## src/rtl/issue_ctrl_pkg.sv

```systemverilog
// Shared core definitions for the issue stage: register-file geometry,
// issue FSM states and the opcode macros used by decode.
`ifndef ISSUE_CTRL_PKG_OPCODES
`define ISSUE_CTRL_PKG_OPCODES
`define RV_OPC_LUI    7'b0110111
`define RV_OPC_AUIPC  7'b0010111
`define RV_OPC_JAL    7'b1101111
`define RV_OPC_JALR   7'b1100111
`define RV_OPC_BRANCH 7'b1100011
`define RV_OPC_LOAD   7'b0000011
`define RV_OPC_STORE  7'b0100011
`define RV_OPC_OPIMM  7'b0010011
`define RV_OPC_OP     7'b0110011
`endif

package issue_ctrl_pkg;

  localparam int CORE_NREG = 32;
  localparam int CORE_RAW  = 5;

  typedef enum logic [1:0] {
    RUN     = 2'd0,
    BR_WAIT = 2'd1,
    FLUSH   = 2'd2
  } issue_state_e;

endpackage

```

## src/rtl/issue_scoreboard.sv

```systemverilog
// Pending-write scoreboard: one busy bit per architectural register, with
// set-over-clear priority and write-back-bypassed lookups for rs1/rs2/rd.
module issue_scoreboard
  import issue_ctrl_pkg::*;
#(
  parameter int NREG = CORE_NREG,
  parameter int RAW  = CORE_RAW
) (
  input  logic            clk,
  input  logic            rst_n,
  input  logic            set_en,
  input  logic [RAW-1:0]  set_idx,
  input  logic            clr_en,
  input  logic [RAW-1:0]  clr_idx,
  input  logic [RAW-1:0]  rs1_idx,
  input  logic [RAW-1:0]  rs2_idx,
  input  logic [RAW-1:0]  rd_idx,
  output logic            rs1_busy,
  output logic            rs2_busy,
  output logic            rd_busy,
  output logic [NREG-1:0] busy
);

  logic [NREG-1:0] busy_q, busy_d;

  always_comb begin
    busy_d = busy_q;
    if (clr_en) busy_d[clr_idx] = 1'b0;
    if (set_en) busy_d[set_idx] = 1'b1;
    busy_d[0] = 1'b0;
  end

  always_ff @(posedge clk or negedge rst_n) begin
    if (!rst_n) busy_q <= '0;
    else        busy_q <= busy_d;
  end

  // A bit being retired by write-back this cycle already reads as free.
  assign rs1_busy = (rs1_idx != '0) & busy_q[rs1_idx] & ~(clr_en & (clr_idx == rs1_idx));
  assign rs2_busy = (rs2_idx != '0) & busy_q[rs2_idx] & ~(clr_en & (clr_idx == rs2_idx));
  assign rd_busy  = (rd_idx  != '0) & busy_q[rd_idx]  & ~(clr_en & (clr_idx == rd_idx));

  assign busy = busy_q;

endmodule

```

## src/rtl/issue_ctrl.sv

```systemverilog
// Issue controller: hazard-gated ready/valid issue, branch serialisation with
// one-cycle flush. Define ISSUE_CTRL_PERF_EN to add the saturating stall counter.
module issue_ctrl
  import issue_ctrl_pkg::*;
#(
  parameter int NREG  = CORE_NREG,
  parameter int RAW   = CORE_RAW
`ifdef ISSUE_CTRL_PERF_EN
  ,
  parameter int CNT_W = 16
`endif
) (
  input  logic            i_clk,
  input  logic            i_rst_n,
  input  logic            i_id_valid,
  input  logic [RAW-1:0]  i_id_rs1,
  input  logic [RAW-1:0]  i_id_rs2,
  input  logic            i_id_use_rs1,
  input  logic            i_id_use_rs2,
  input  logic [RAW-1:0]  i_id_rd,
  input  logic            i_id_reg_write,
  input  logic            i_id_branch,
  output logic            o_id_ready,
  output logic            o_issue,
  input  logic            i_wb_valid,
  input  logic [RAW-1:0]  i_wb_rd,
  input  logic            i_br_resolve,
  input  logic            i_br_taken,
  output logic            o_flush,
  output logic [NREG-1:0] o_busy
`ifdef ISSUE_CTRL_PERF_EN
  ,
  output logic [CNT_W-1:0] o_stall_cnt
`endif
);

  issue_state_e state_q, state_d;
  logic         flush_q, flush_d;
  logic         rs1_busy, rs2_busy, rd_busy;
  logic         hazard;

  issue_scoreboard #(
    .NREG (NREG),
    .RAW  (RAW)
  ) u_scoreboard (
    .clk      (i_clk),
    .rst_n    (i_rst_n),
    .set_en   (o_issue & i_id_reg_write),
    .set_idx  (i_id_rd),
    .clr_en   (i_wb_valid),
    .clr_idx  (i_wb_rd),
    .rs1_idx  (i_id_rs1),
    .rs2_idx  (i_id_rs2),
    .rd_idx   (i_id_rd),
    .rs1_busy (rs1_busy),
    .rs2_busy (rs2_busy),
    .rd_busy  (rd_busy),
    .busy     (o_busy)
  );

  assign hazard     = (i_id_use_rs1 & rs1_busy) | (i_id_use_rs2 & rs2_busy) |
                      (i_id_reg_write & rd_busy);
  assign o_id_ready = (state_q == RUN) & ~hazard;
  assign o_issue    = i_id_valid & o_id_ready;
  assign o_flush    = flush_q;

  always_comb begin
    state_d = state_q;
    flush_d = 1'b0;
    case (state_q)
      RUN: begin
        if (o_issue && i_id_branch) state_d = BR_WAIT;
      end
      BR_WAIT: begin
        if (i_br_resolve) begin
          state_d = i_br_taken ? FLUSH : RUN;
          flush_d = i_br_taken;
        end
      end
      FLUSH:   state_d = RUN;
      default: state_d = RUN;
    endcase
  end

  always_ff @(posedge i_clk or negedge i_rst_n) begin
    if (!i_rst_n) begin
      state_q <= RUN;
      flush_q <= 1'b0;
    end else begin
      state_q <= state_d;
      flush_q <= flush_d;
    end
  end

`ifdef ISSUE_CTRL_PERF_EN
  logic [CNT_W-1:0] stall_cnt_q, stall_cnt_d;

  always_comb begin
    stall_cnt_d = stall_cnt_q;
    if (i_id_valid && !o_id_ready && (stall_cnt_q != '1))
      stall_cnt_d = stall_cnt_q + CNT_W'(1);
  end

  always_ff @(posedge i_clk or negedge i_rst_n) begin
    if (!i_rst_n) stall_cnt_q <= '0;
    else          stall_cnt_q <= stall_cnt_d;
  end

  assign o_stall_cnt = stall_cnt_q;
`endif

endmodule

```

## config.mk

```make
export PLATFORM = sky130hd
export DESIGN_NAME = issue_ctrl
export DESIGN_NICKNAME = d
export VERILOG_FILES = /design/src/rtl/issue_ctrl_pkg.sv /design/src/rtl/issue_scoreboard.sv /design/src/rtl/issue_ctrl.sv
export SDC_FILE = /design/constraint.sdc
export NUM_CORES = 1
export LEC_CHECK = 0
export ABC_AREA = 1
export CAP_MARGIN = 10
export CORE_MARGIN = 8
export CORE_UTILIZATION = 36
export CTS_BUF_LIST = sky130_fd_sc_hd__clkbuf_16
export CTS_CLUSTER_SIZE = 40
export DETAILED_ROUTE_END_ITERATION = 16
export PLACE_DENSITY_LB_ADDON = 0.15
export SLEW_MARGIN = 20
export SYNTH_ARGS = -nofsm -noshare
export SYNTH_HDL_FRONTEND = slang
export SYNTH_SLANG_ARGS = --single-unit
```

## constraint.sdc

```tcl
create_clock -name i_clk -period 1.73 [get_ports i_clk]
set_clock_uncertainty 0.1 [all_clocks]
set_input_delay 0.173 -clock i_clk [delete_from_list [all_inputs] [get_ports i_clk]]
set_output_delay 0.173 -clock i_clk [all_outputs]
set_load 0.05 [all_outputs]
```

==> results.toml <==
[worst_setup_path]
slowest_stage = "dfrtp_2"
regToRegEndpoint = "u_scoreboard.busy[11]"
crit_required_ps = 1460
slowest_delay_ps = 410
rr_startpoint = "u_scoreboard.busy[24]"
worst_path_most_repeated_cell = "nand3_1"
ff2ff_path_depth = 13
r2r_setup_slack_ps = -460
cp.arrival_ps = 1950
cp_max_fo = 3
path_buf_inv = 4
start_kind = "flop"
cp_top_family = "simple AND/OR/NAND/NOR gates"
worst_setup_path_end_kind = "output port"
critical_path_class = "reg -> out"
path_cells = "buf_4 -> buf_4 -> a21oi_1 -> nand3_1 -> nand3_1 -> nand3_1 -> nand3_1 -> nand3_4 -> nor2_8 -> buf_12 -> buf_12"

[timing]
slew_viol_final = 0
timing.fmax_mhz = 450
fin_ws_ps = -490
hold_viol_final = 0
finalCritPeriodShare_pct = 128
grt_setup_unrepaired = "yes"
setup_viol = 34
layout_min_cycle_time_ps = 2220
fin_tns_setup_ps = -13030

[floorplan]
fp.dieH_um = 110
dieArea_um2 = 12100
num_io_pins = 65
num_rows = 34
die_w_um = 110
initial_core_util_pct = 36.8
core_area_um2 = 8640

[clock_tree]
clockBufferDepth = 2
clk_latency_ps = 280
cts_tree = "done"
cts_max_level = 2
cts-buffers-inserted = 5
cts.clk_slew.worst_paths_ps = 50
clock-root-buffer = "clkbuf_16"
cts_sinks = 34

[grt]
grt_usage_pct = 22.0
grt_pass1_vias = 3814
antenna_found_initial = 0
overflow = 0
grt_pass1_wl_um = 20300
grt_max_degree = 35

[cells_and_area]
area_growth_pct = 52.7
num_antenna_cells = 0
nets = 713
multiInputGateArea_um2 = 1990
post-route-util_pct = 56.2
nFillCells = 865
design_area_um2 = 4850
fin_cells = 792
drive_gt1_share_pct = 34.6
final-seq-area_um2 = 890

[drt]
vias = 3986
wl_per_cell_um = 16.6
dr.pass1.iters = 5
drc = 0
wirelength_um = 13100
drt_iter0_drc = 253
via_per_inst = 5.03
antenna_left = 0

[place]
placed_cells = 761
placedInstanceArea_um2 = 4400
place_hpwl_um = 9980
numPortBuffers = 63
gp_congestion = 0.933

[yosys]
synth_xor_area_share_pct = 0.276
synth-adder-area-share_pct = 0
synth_seq_cells = 34
synth_compound_area_share_pct = 8.50
yosys_warnings = 0
ys_seq_area_share_pct = 26.8
syn_nets = 559
syn_inst = 529
synthSimpleGateAreaFrac_pct = 51.8
avgSynthCellArea_um2 = 6.01
synth_top_family_by_area = "simple AND/OR/NAND/NOR gates"
synthMuxAreaShare_pct = 0
syn_area_um2 = 3180
synth_cell_types = 27

[run_status]
status = "finished, violations left"
failed_checks = "negative setup slack"

[run]
drv_cap = 0

[power_and_ir_drop]
seq_power_share_pct = 27.3
sw_frac_of_total_pct = 42.8
power_density_nw_per_um2 = 814
ir_worst_vdd_mv = 0.609
power.share.clock_pct = 21.9
p_int_mw = 2.26
p_switching_mw = 1.69
combPwrFrac_pct = 50.8
p_leak_nw = 2.57

[min_path]
hold_path_class = "in -> async"
[worst max path at each step]
| stage | endpoint | cells after the start | from | slack, ps |
|---|---|---|---|---|
| after floorplan | u_scoreboard.busy[25] | 14 | u_scoreboard.busy[18] | -120 |
| after global placement | u_scoreboard.busy[31] | 15 | i_id_rd[0] | -840 |
| after detailed placement | u_scoreboard.busy[23] | 15 | i_id_rd[0] | -870 |
| after CTS | o_issue | 13 | u_scoreboard.busy[7] | -560 |
| after global routing | o_issue | 16 | u_scoreboard.busy[4] | -590 |
| final | o_issue | 11 | u_scoreboard.busy[24] | -490 |
[registers in the layout (all words and copies together) (netlist names)]
register / cells
u_scoreboard.busy: 31
state_q: 2
o_flush: 1
[synthesized netlist by cell type]
cell type	instances	share of area [%]
a21oi_1	5	0.79
a21oi_2	1	0.28
buf_2	8	1.3
buf_4	5	1.2
buf_6	3	1.1
buf_8	3	1.4
clkbuf_1	2	0.24
clkinv_1	2	0.24
conb_1	1	0.12
dfrtp_1	34	27
inv_1	56	6.6
inv_2	3	0.35
inv_4	1	0.20
nand2_1	196	23
nand2_2	1	0.20
nand3_1	60	9.4
nand3_2	29	9.1
nand4_1	1	0.20
nor2_1	58	6.9
nor2_2	1	0.20
nor2_8	1	0.63
nor3_1	11	1.7
nor3b_1	1	0.24
o211ai_1	1	0.24
o21ai_0	37	5.8
o22ai_1	7	1.4
xor2_1	1	0.28
[area by class of cell]
cell class | instances | area share [%]
flip-flops and latches | 34 | 18.3
clock buffers | 5 | 2.58
well taps | 108 | 2.78
inverters | 62 | 4.95
repair buffers | 168 | 30.1
clock inverters | 3 | 0.309
multi-input cells | 412 | 41.0
[metal layers]
| metal | up-vias | track usage, % | wire [um] |
|---|---|---|---|
| met5 | - | 0 | 0 |
| met4 | 0 | 6.08 | 243 |
| met3 | 16 | 2.93 | 761 |
| met2 | 118 | 36.6 | 6280 |
| met1 | 1868 | 28.9 | 5850 |
| li1 | 1984 | - | - |
[cell families (layout without fill, tap and decap cells)]
family,count (synthesis),count (layout)
other,1,1
DFF,34,34
AOI/OAI and AO/OA,51,51
xor gates and xnor gates,1,1
buffers and inverters,83,238
and+or+nand+nor,359,359
[layout by cell type, fill, tap and decap left out, drive strengths merged, types with 7 or more instances in the layout]
cell	synthesis	final
nor3	11	11
o22ai	7	7
dfrtp	34	34
nand2	197	197
o21ai	37	37
nand3	89	89
nor2	60	60
dlygate4sd2	0	10
clkdlybuf4s50	0	16
inv	60	63
buf	19	137
[through the flow]
step	setup slack [ps]	hold WS, ps	power [mW]
3_3_place_gp	-841	436	2.87
6_report	-490	204	3.95
5_1_grt	-589	248	4.15
2_1_floorplan	-115	-223	2.11
4_1_cts	-564	226	3.87
3_5_place_dp	-867	438	2.88
[repair_timing]
item / CTS / global route
cloned: 2 / 0
hold buffers: 0 / 0
pin swaps: 8 / 10
setup buffers: 11 / 10
resized for setup: 23 / 27
endpoints found under the setup margin: 34 / 34
[power groups by stage]
stage	Sequential (mW)	Clock, mW	Combinational (mW)
after floorplan	1.48	0	0.637
after global routing	1.09	0.909	2.15
after detailed placement	1.11	0	1.77
final	1.08	0.864	2.01
after global placement	1.11	0	1.76
after CTS	1.08	0.864	1.93
No activity file was read; power rests on OpenSTA's default activity.
